## src/rtl/hit_judge.sv

```systemverilog
// Rhythm-game hit judge: synchronizes the don/ka keys, turns presses into
// one-cycle pulses and judges them against the note currently at the hit
// position, keeping a saturating BCD score and a saturating combo counter.
module hit_judge #(
  parameter int unsigned SYNC_STAGES = 2,
  parameter int unsigned COMBO_W     = 8
) (
  input  logic               clk,
  input  logic               resetn,
  input  logic [1:0]         note_in,
  input  logic               note_step,
  input  logic               key_don_n,
  input  logic               key_ka_n,
  output logic [7:0]         score_bcd,
  output logic [COMBO_W-1:0] combo,
  output logic               hit_pulse,
  output logic               miss_pulse,
  output logic [1:0]         state
);

  localparam int unsigned SCORE_W = 8;
  localparam logic [SCORE_W-1:0] SCORE_MAX = 8'h99;
  localparam logic [COMBO_W-1:0] COMBO_MAX = {COMBO_W{1'b1}};

  typedef enum logic [1:0] {
    REST  = 2'b00,
    ARMED = 2'b01,
    DONE  = 2'b10
  } state_e;

  // Key conditioning: bit 0 = don, bit 1 = ka
  logic [SYNC_STAGES-1:0] don_sync_q, don_sync_d;
  logic [SYNC_STAGES-1:0] ka_sync_q, ka_sync_d;
  logic [1:0]             edge_q, edge_d;
  logic [1:0]             press_q, press_d;
  logic [1:0]             sync_last;

  // Judge state
  state_e             state_q, state_d;
  logic [1:0]         note_q, note_d;
  logic [SCORE_W-1:0] score_q, score_d;
  logic [COMBO_W-1:0] combo_q, combo_d;
  logic               hit_q, hit_d;
  logic               miss_q, miss_d;

  logic don_p, ka_p;
  logic judged, match;

  // Synchronizer shift and falling-edge detect (a press is released->pressed)
  always_comb begin
    sync_last  = {ka_sync_q[SYNC_STAGES-1], don_sync_q[SYNC_STAGES-1]};
    don_sync_d = SYNC_STAGES'({don_sync_q, key_don_n});
    ka_sync_d  = SYNC_STAGES'({ka_sync_q, key_ka_n});
    edge_d     = sync_last;
    press_d    = edge_q & ~sync_last;
  end

  // Key path registers; reset loads "released" so leaving reset never presses
  always_ff @(posedge clk) begin
    if (!resetn) begin
      don_sync_q <= '1;
      ka_sync_q  <= '1;
      edge_q     <= 2'b11;
      press_q    <= 2'b00;
    end else begin
      don_sync_q <= don_sync_d;
      ka_sync_q  <= ka_sync_d;
      edge_q     <= edge_d;
      press_q    <= press_d;
    end
  end

  // Judge the armed note (press first, else expiry on note_step), then latch
  // the next note; a same-cycle press is judged against the old note.
  always_comb begin
    state_d = state_q;
    note_d  = note_q;
    score_d = score_q;
    combo_d = combo_q;
    hit_d   = 1'b0;
    miss_d  = 1'b0;
    judged  = 1'b0;
    match   = 1'b0;
    don_p   = press_q[0];
    ka_p    = press_q[1];

    if (state_q == ARMED) begin
      if (don_p || ka_p) begin
        judged = 1'b1;
        unique case (note_q)
          2'b01:   match = don_p & ~ka_p;
          2'b10:   match = ka_p & ~don_p;
          default: match = 1'b1;
        endcase
      end else if (note_step) begin
        judged = 1'b1;
      end
    end

    if (judged) begin
      state_d = DONE;
      hit_d   = match;
      miss_d  = ~match;
      if (match) begin
        if (score_q != SCORE_MAX) begin
          if (score_q[3:0] == 4'd9) begin
            score_d = {score_q[7:4] + 4'd1, 4'd0};
          end else begin
            score_d = {score_q[7:4], score_q[3:0] + 4'd1};
          end
        end
        if (combo_q != COMBO_MAX) begin
          combo_d = combo_q + COMBO_W'(1);
        end
      end else begin
        combo_d = '0;
      end
    end

    if (note_step) begin
      note_d  = note_in;
      state_d = (note_in != 2'b00) ? ARMED : REST;
    end
  end

  // Judge state and output registers
  always_ff @(posedge clk) begin
    if (!resetn) begin
      state_q <= REST;
      note_q  <= 2'b00;
      score_q <= '0;
      combo_q <= '0;
      hit_q   <= 1'b0;
      miss_q  <= 1'b0;
    end else begin
      state_q <= state_d;
      note_q  <= note_d;
      score_q <= score_d;
      combo_q <= combo_d;
      hit_q   <= hit_d;
      miss_q  <= miss_d;
    end
  end

  assign score_bcd  = score_q;
  assign combo      = combo_q;
  assign hit_pulse  = hit_q;
  assign miss_pulse = miss_q;
  assign state      = state_q;

endmodule

```

## config.mk

```make
export PLATFORM = sky130hd
export DESIGN_NAME = hit_judge
export DESIGN_NICKNAME = d
export VERILOG_FILES = /design/src/rtl/hit_judge.sv
export SDC_FILE = /design/constraint.sdc
export NUM_CORES = 1
export LEC_CHECK = 0
export CORE_MARGIN = 1.5
export CORE_UTILIZATION = 40
export DETAILED_ROUTE_END_ITERATION = 6
export PLACE_DENSITY = 0.67
export REMOVE_ABC_BUFFERS = 1
export SETUP_SLACK_MARGIN = 0.1
export SYNTH_ARGS = -nofsm -noshare
export SYNTH_HDL_FRONTEND = slang
export SYNTH_SLANG_ARGS = --single-unit
```

## constraint.sdc

```tcl
create_clock -name clk -period 1.4 [get_ports clk]
set_input_delay 0.21 -clock clk [delete_from_list [all_inputs] [get_ports clk]]
set_output_delay 0.21 -clock clk [all_outputs]
set_load 0.02 [all_outputs]
```

==> out/results.txt, run 1 <==
Sequential fraction of the synthesis area: 42.3%. Based on the critical path, the design can be clocked at up to 0.621 GHz. The critical path is of the reg2reg type. The number of global-route vias before repair came out at 1304. The worst setup path is captured at a register. The H-tree generated during clock tree synthesis spans 2 levels. In this run, the clock network consumes 46.7% of the power.

From left edge to right edge, the die measures 62.6 um. The checks that failed: negative setup slack. During I/O placement, the number of pins put on the boundary was 27. The instance count of the mapped netlist was 158. The mean cell area of the mapped netlist is 8.99 um2. In this run the standard cell core region covers 3360 um2. The HPWL after detailed placement is 2290 um. The least setup slack across all paths after layout is -0.210 ns. For the pin with the worst max-slew slack, the measured transition is 0.325 ns. The post-route minimum period is 1.61 ns. From synthesis to final layout, the design area changed by 46.7%.

Number of max-slew violations in the final report: 0. The uppermost signal routing layer after detailed routing is met4. The global router's overall resource usage is 18.3%. The worst setup path is launched from a register. For the worst setup path, the data required time is 1.68 ns. After the last flow step, the layout net total stands at 218. The run gives 1580 um as the routed length on met1. The type of the tightest min-delay check is reg2reg. STA puts the critical path data arrival time at 1.89 ns. Measured against its own limit, the worst slew margin works out to 78.3%. Summing internal, switching and leakage power gives 2000 uW.

Setup repair after global routing could not meet its margin everywhere. The largest driver fanout on the critical path came out at 6. The run gives 3720 um as the sum of routed wire length over all layers.

Dividing the final minimum period by the clock period gives 115%. Setup violations remaining at the end of the flow were counted as 17. The initial antenna violation count came out at 0. TritonCTS built the clock tree. In this run the deepest clock path goes through 2 buffers. Number of standard-cell rows in the floorplan: 21. The floorplan step defined a die boundary enclosing 3920 um2.

The average via count per standard cell is 5.46, and the global-route wire length before repair is 5750 um. The tree built by TritonCTS fans out to 30 sinks. The proportion of layout cells with a drive suffix above 1 was 39.1%; the final weighted congestion of routability-driven global placement was 0.885. The internal portion of the total power is 1560 uW. The max-cap violation count is 0, and the final global-route overflow total is 0. The power dissipated by switching net loads came out at 439 uW.

The switching power as a share of total power is 21.9%. The number of antenna diodes in the final layout is 0. The reported leakage power is 0.000831 uW, and the power density relative to cell area is 961 nW/um2.

The final cell area excluding filler cells is 2080 um2. The synthesized design contains 30 register bits. The tools report the setup clock skew after layout as 0.0119 ns. The tools report the clock latency at the later pin of the worst-skew pair as 0.34 ns. Count of unique library cells instantiated by Yosys: 43. Dividing the detail-routed wire length by the instance count gives 14.7 um. In this run, CTS created clock tree buffers numbering 5. The logs give 15 for the largest net degree at the start of global routing and 4 for the detailed-router iteration count before antenna repair. The routed design uses 198 um of met3 wire. The run gives 1850 um as the wire length on met2.

Routed via count: 1382. The share of total power dissipated in sequential elements is 43.9%. The tools report the count of routing violations after the opening detailed-route iteration as 85. After synthesis the cells add up to 1420 um2.

The tools report the final hold violation count as 0. The floorplan die height came out at 62.6 um. Once the floorplan was initialized, standard cells occupied 42.2% of the core.

Total of buffers placed on input and output ports: 26. Clock transition at the register clock pins on the worst setup and hold paths after CTS: 0.11 ns. The count of nets left with antenna violations once routing finished came out at 0.

The tools report the number of DRC violations after detailed routing as 0. Per report_power, the combinational group accounts for 9.4% of the total. Yosys printed 0 warnings. The flow ran to the end, but the final reports show violations. CTS placed an instance of sky130_fd_sc_hd__clkbuf_4 at the clock tree root.

The maximum resistive drop on vdd is 0.000651 V, and the total cell area at the placement stage is 1840 um2.
[placed cells by master (no fill, tap or decap), types with 4 or more instances in the layout]
master / instances
sky130_fd_sc_hd__a21oi_1: 5
sky130_fd_sc_hd__a21oi_2: 5
sky130_fd_sc_hd__buf_4: 16
sky130_fd_sc_hd__clkbuf_2: 7
sky130_fd_sc_hd__clkbuf_4: 5
sky130_fd_sc_hd__clkdlybuf4s15_2: 6
sky130_fd_sc_hd__clkdlybuf4s50_1: 6
sky130_fd_sc_hd__dfxtp_1: 24
sky130_fd_sc_hd__dfxtp_2: 4
sky130_fd_sc_hd__inv_1: 5
sky130_fd_sc_hd__mux2i_1: 5
sky130_fd_sc_hd__nand2_1: 15
sky130_fd_sc_hd__nand2b_1: 9
sky130_fd_sc_hd__nand3_1: 5
sky130_fd_sc_hd__nor2_1: 10
sky130_fd_sc_hd__nor3_1: 5
sky130_fd_sc_hd__o21ai_2: 4
[kinds of logic after synthesis]
family | count (synthesis) | share of synthesized area, %
adders and majority gates | 5 | 4.41
buffers and inverters | 12 | 3.70
AOI/OAI and AO/OA | 33 | 17.7
DFF | 30 | 42.3
muxes | 5 | 3.52
and+or+nand+nor | 73 | 28.4
[synth_stat cells, drive strengths merged]
cell type / instances / area (um2)
o31ai: 1 / 7.51
nand3: 6 / 30.0
or3: 3 / 18.8
a41o: 1 / 10.0
nand3b: 1 / 7.51
clkbuf: 3 / 11.3
and2b: 3 / 26.3
a211o: 1 / 8.76
a21oi: 10 / 50.1
nand4b: 1 / 8.76
mux2i: 5 / 50.1
nand2: 15 / 56.3
and3: 5 / 36.3
o21a: 1 / 7.51
a2bb2oi: 1 / 8.76
ha: 5 / 62.6
buf: 2 / 15.0
inv: 7 / 26.3
nor2: 12 / 45.0
o22ai: 1 / 6.26
o311a: 1 / 21.3
nor3: 8 / 40.0
o21ai: 7 / 35.0
o211a: 1 / 10.0
and4bb: 1 / 16.3
nor2b: 1 / 6.26
dfxtp: 30 / 601
or2: 1 / 8.76
o211ai: 1 / 7.51
and4: 1 / 8.76
nand4: 3 / 18.8
o311ai: 2 / 35.0
nand2b: 9 / 56.3
a31o: 2 / 17.5
a211oi: 2 / 15.0
nor4: 3 / 18.8
o2111a: 1 / 11.3
[final timing paths]
kind	slack [ns]	to	start	cells past startpoint
worst max-delay path	-0.21	score_bcd[2]	note_q[1]	7
worst min register to register	0.40	press_q[0]	edge_q[0]	2
worst max register to register	-0.21	score_bcd[2]	note_q[1]	7
worst min-delay path	0.40	press_q[0]	edge_q[0]	2
[sequential cells by signal, indices dropped and copies added, names as in the netlist]
signal,count
don_sync_q,2
miss_pulse,1
edge_q,2
ka_sync_q,2
press_q,2
score_bcd,8
combo,8
state,2
hit_pulse,1
note_q,2
[metrics by stage]
step                instances  hold slack, ns  setup slack [ns]  util [%]  TNS, ns
global route              253           0.441            -0.254      61.9    -3.07
finish                    253           0.403            -0.210      61.9    -2.20
global placement          242           0.390            -0.207      54.7    -2.76
detailed placement        242           0.407            -0.248      54.7    -3.29
floorplan                 153           0.283            -0.196         -    -1.67
CTS                       253           0.413            -0.230      61.4    -2.74
[worst max-delay path, cell delays in order, from the launching register on]
cell and delay [ns]:
sky130_fd_sc_hd__dfxtp_4 0.38, sky130_fd_sc_hd__inv_2 0.06, sky130_fd_sc_hd__ha_4 0.11, sky130_fd_sc_hd__and2b_4 0.21, sky130_fd_sc_hd__o311ai_4 0.13, sky130_fd_sc_hd__buf_6 0.16
sky130_fd_sc_hd__or3_4 0.36, sky130_fd_sc_hd__a21oi_2 0.14
[power groups by stage]
stage / sequential, uW / combinational [uW] / clock (uW)
after global placement: 896 / 148 / 0
after global routing: 881 / 203 / 977
after floorplan: 904 / 67.3 / 0
final: 879 / 189 / 934
after CTS: 879 / 172 / 941
after detailed placement: 898 / 152 / 0
[repair_timing]
action                     CTS  global route
hold buffers                 0             0
setup buffers                2             0
cloned                       1             0
setup endpoints to repair   39            33
gates resized for setup     72            31
pin swaps                   10            18
[cell type report]
| type | instances | area, um2 |
|---|---|---|
| fillers | 314 | 1280 |
| multi-input cells | 117 | 903 |
| flip-flops and latches | 30 | 613 |
| repair buffers | 45 | 369 |
| clock inverters | 2 | 60.1 |
| well taps | 46 | 57.6 |
| clock buffers | 6 | 51.3 |
| inverters | 7 | 28.8 |
[layer usage]
layer / GRT usage (%) / vias to the layer above
met4: 8.06 / 0
met2: 30.4 / 44
met1: 22.0 / 653
li1: - / 671
met5: 0 / -
met3: 5.41 / 14
No activity file was read; power rests on OpenSTA's default activity.
==> run 2: changes to the inputs <==
--- a/config.mk
+++ b/config.mk
@@ -5,8 +5,8 @@
 export SDC_FILE = /design/constraint.sdc
 export NUM_CORES = 1
 export LEC_CHECK = 0
-export CORE_MARGIN = 1.5
 export CORE_UTILIZATION = 40
+export CTS_CLUSTER_SIZE = 40
 export DETAILED_ROUTE_END_ITERATION = 6
 export PLACE_DENSITY = 0.67
 export REMOVE_ABC_BUFFERS = 1
==> constraint.sdc (replaced) <==
create_clock -name clk -period 1.4 [get_ports clk]
set_input_delay 0.21 -clock clk [delete_from_list [all_inputs] [get_ports clk]]
set_output_delay 0.21 -clock clk [all_outputs]
set_load 0.05 [all_outputs]
==> out/results.txt, run 2 (synthesis results as in run 1) <==
The final hold violation count was 0 (unchanged). The most frequent standard cell in the layout excluding fill and tap cells was sky130_fd_sc_hd__buf_4. The number of buffers created by CTS came out at 5 (unchanged).

Area of all sequential standard cells: 609 um2 (-0.61%). The tools report the maximum level of the CTS H-tree as 2 (unchanged). The logs give 0.34 ns (about the same) for the clock latency at the later pin of the worst-skew pair and 1.66 ns (-0.02 ns) for the worst endpoint required time.

The tools report the normalized max-slew margin as 73.8% (-4.5 points). The count of routing violations after the opening detailed-route iteration came out at 76 (-11%). The placeable core region was 3360 um2 (unchanged); the transition time at the pin with the least slew margin was 0.392 ns (+0.0677 ns). The largest driver fanout on the critical path is 6 (unchanged). The tools report the setup slack at placement as -0.340 ns (-0.0915 ns).

Setup repair after global routing could not meet its margin everywhere. Number of standard-cell rows in the floorplan: 21 (unchanged). Die area: 3790 um2 (-3.2%).

The number of DRC violations after detailed routing came out at 0 (unchanged). The tools report the number of buffers on the longest clock path as 2 (unchanged). The number of global-route vias before repair came out at 1389 (+6.5%).

For this design, the slowest cell found on the critical path is sky130_fd_sc_hd__o311a_4. The run gives 2340 um2 (+12%) as the final cell area excluding filler cells. The width of the die came out at 61.6 um (-1.6%). The number of cells in the design after placement is 254 (+5.0%).

The total of buffers placed on input and output ports is 26 (unchanged). The tools report the category of the worst setup path launch point as a register. The signal on the critical path passes through buf_6 -> ha_4 -> and2b_4 -> o311a_4 -> buf_6 -> o2111a_1 -> o22ai_1. The least setup slack across all paths after layout came out at -0.247 ns (-0.0363 ns). The share of the cycle needed by the critical path after routing is 118% (+2.6 points). The run gives 3690 um (-0.97%) as the sum of routed wire length over all layers. The run gives 11 (-4) as the largest net degree at the start of global routing.

By instance count, the cell type seen most on the critical path is sky130_fd_sc_hd__buf_6. The average via count per standard cell was 5.38 (-1.5%). For the final global-route overflow total, the log shows 0 (unchanged). The critical path class is reg2reg. The logs give 30 (unchanged) for the clock sink count and 0.0139 ns (+0.00205 ns) for the setup clock skew after layout. The run gives 266 (+5.1%) as the final non-filler cell total. The tools report the detailed-router iteration count before antenna repair as 4 (unchanged).

The run finished, with violations left. The number of top-level pins was 27 (unchanged); the setup violation total in the final timing report was 18 (+1). The worst setup path is captured at a register. The cell count of the worst reg-to-reg path was 7 (unchanged). The clock transition at the register clock pins on the worst setup and hold paths after CTS is 0.11 ns (about the same). Count of cells along the worst hold path: 2 (unchanged). The net count of the finished layout was 231 (+6.0%); the total cell area at the placement stage was 2130 um2 (+16%). The initial standard-cell utilization of the core was 42.2% (unchanged). Final weighted congestion of routability-driven global placement: 0.807 (-8.9%).

The worst slack on hold paths was 0.403 ns (+0.000413 ns); the biggest cell delay along the critical path was 0.39 ns (about the same). The final reports fail on negative setup slack. The post-route minimum period was 1.65 ns (+0.0363 ns). The power density relative to cell area works out to 715 nW/um2 (-26%).

The post-route antenna net violation count is 0 (unchanged). The reported leakage power was 0.000941 uW (+13%). The proportion of layout cells with a drive suffix above 1 works out to 41.4% (+2.2 points). TritonCTS built the clock tree.

The post-detailed-route wirelength per cell was 13.9 um (-5.8%); the number of fill cells was 271 (-14%). The global-route wire length before repair is 6090 um (+5.8%), and the signal arrival time at the worst endpoint is 1.91 ns (+0.02 ns). The area taken by multi-input logic gates was 858 um2 (-5.0%); the final setup TNS was -3.43 ns (-1.23 ns).

The routed via count was 1431 (+3.5%). The initial antenna violation count was 0 (unchanged). The detailed placer's ending HPWL was 2570 um (+12%); the number of max-slew violations in the final report was 0 (unchanged).

The run gives 22.0% (+3.6 points) as the global router's overall resource usage. The run gives 0.000737 V (+13%) as the maximum resistive drop on vdd. The min-delay analysis places its worst path in the category reg2reg.

The floorplan die height is 61.6 um (-1.6%), and the maximum achievable frequency is 0.607 GHz (-2.2%). Leaving out fill and tap cells, the most frequent cells in the layout are 29 x sky130_fd_sc_hd__buf_4, 25 x sky130_fd_sc_hd__dfxtp_1, 20 x sky130_fd_sc_hd__buf_12. Cell chosen for the clock root: sky130_fd_sc_hd__clkbuf_4.

From synthesis to final layout, the design area changed by 64.7%. The max-cap violation count is 0 (unchanged). The antenna diode instance count was 0 (unchanged).
## run 2: changes by cell type in the layout (fill, tap and decap cells not counted), moves of 2 or more
cell / change
sky130_fd_sc_hd__buf_12: +20
sky130_fd_sc_hd__buf_4: +13
sky130_fd_sc_hd__clkbuf_2: -7
sky130_fd_sc_hd__clkdlybuf4s15_2: -6
sky130_fd_sc_hd__buf_2: -3
sky130_fd_sc_hd__bufinv_16: -2
sky130_fd_sc_hd__clkdlybuf4s15_1: -2
sky130_fd_sc_hd__dlygate4sd2_1: -2
sky130_fd_sc_hd__o21ai_2: -2
## run 2: critical path, delay by kind of cell, from the launching register on
kind / cells / cell delay [ns]
flops: 1 / 0.36
fa+ha+maj: 1 / 0.14
compound gates: 3 / 0.63
buf+inv: 2 / 0.25
simple gates: 1 / 0.17
## run 2: final timing paths
path,from,to,slack (ns)
worst max-delay path,note_q[1],score_bcd[3],-0.25
worst min-delay path,edge_q[0],press_q[0],0.40
worst max register to register,note_q[1],score_bcd[3],-0.25
worst min register to register,edge_q[0],press_q[0],0.40
## run 2: timing repair
item	in CTS	in global routing
gates resized for setup	28	7
cloned	0	0
pin swaps	13	2
setup endpoints to repair	20	21
hold buffers	0	0
buffers inserted	4	0
## run 2: layer usage
layer,vias up,routed length (um),part of all wire (%),global-route usage [%]
met5,-,0,0,0
met4,0,111,3.0,9.52
met3,17,199,5.4,7.77
met2,51,1990,54,40.6
met1,669,1380,38,22.2
li1,694,-,-,-
## run 2: stage by stage
stage | power (uW) | util (%)
3_3_place_gp | 1080 | 63.3
2_1_floorplan | 984 | -
3_5_place_dp | 1090 | 63.3
6_report | 1670 | 69.5
4_1_cts | 1680 | 68.9
5_1_grt | 1750 | 69.5
## run 2: final cells by class
type / instances / area share, %
Inverter: 7 / 1.12
Clock buffer: 6 / 2.19
Timing Repair Buffer: 59 / 30.9
Multi-Input combinational cell: 116 / 36.7
Clock inverter: 2 / 0.535
Sequential cell: 30 / 26.1
Tap cell: 46 / 2.46
## run 2: report_power, final
| group | leakage [uW] | total (uW) | internal [uW] | switching, uW |
|---|---|---|---|---|
| Sequential | 0.000246 | 880 | 870 | 9.79 |
| Combinational | 0.000660 | 215 | 106 | 109 |
| Clock | 0.0000343 | 577 | 241 | 336 |
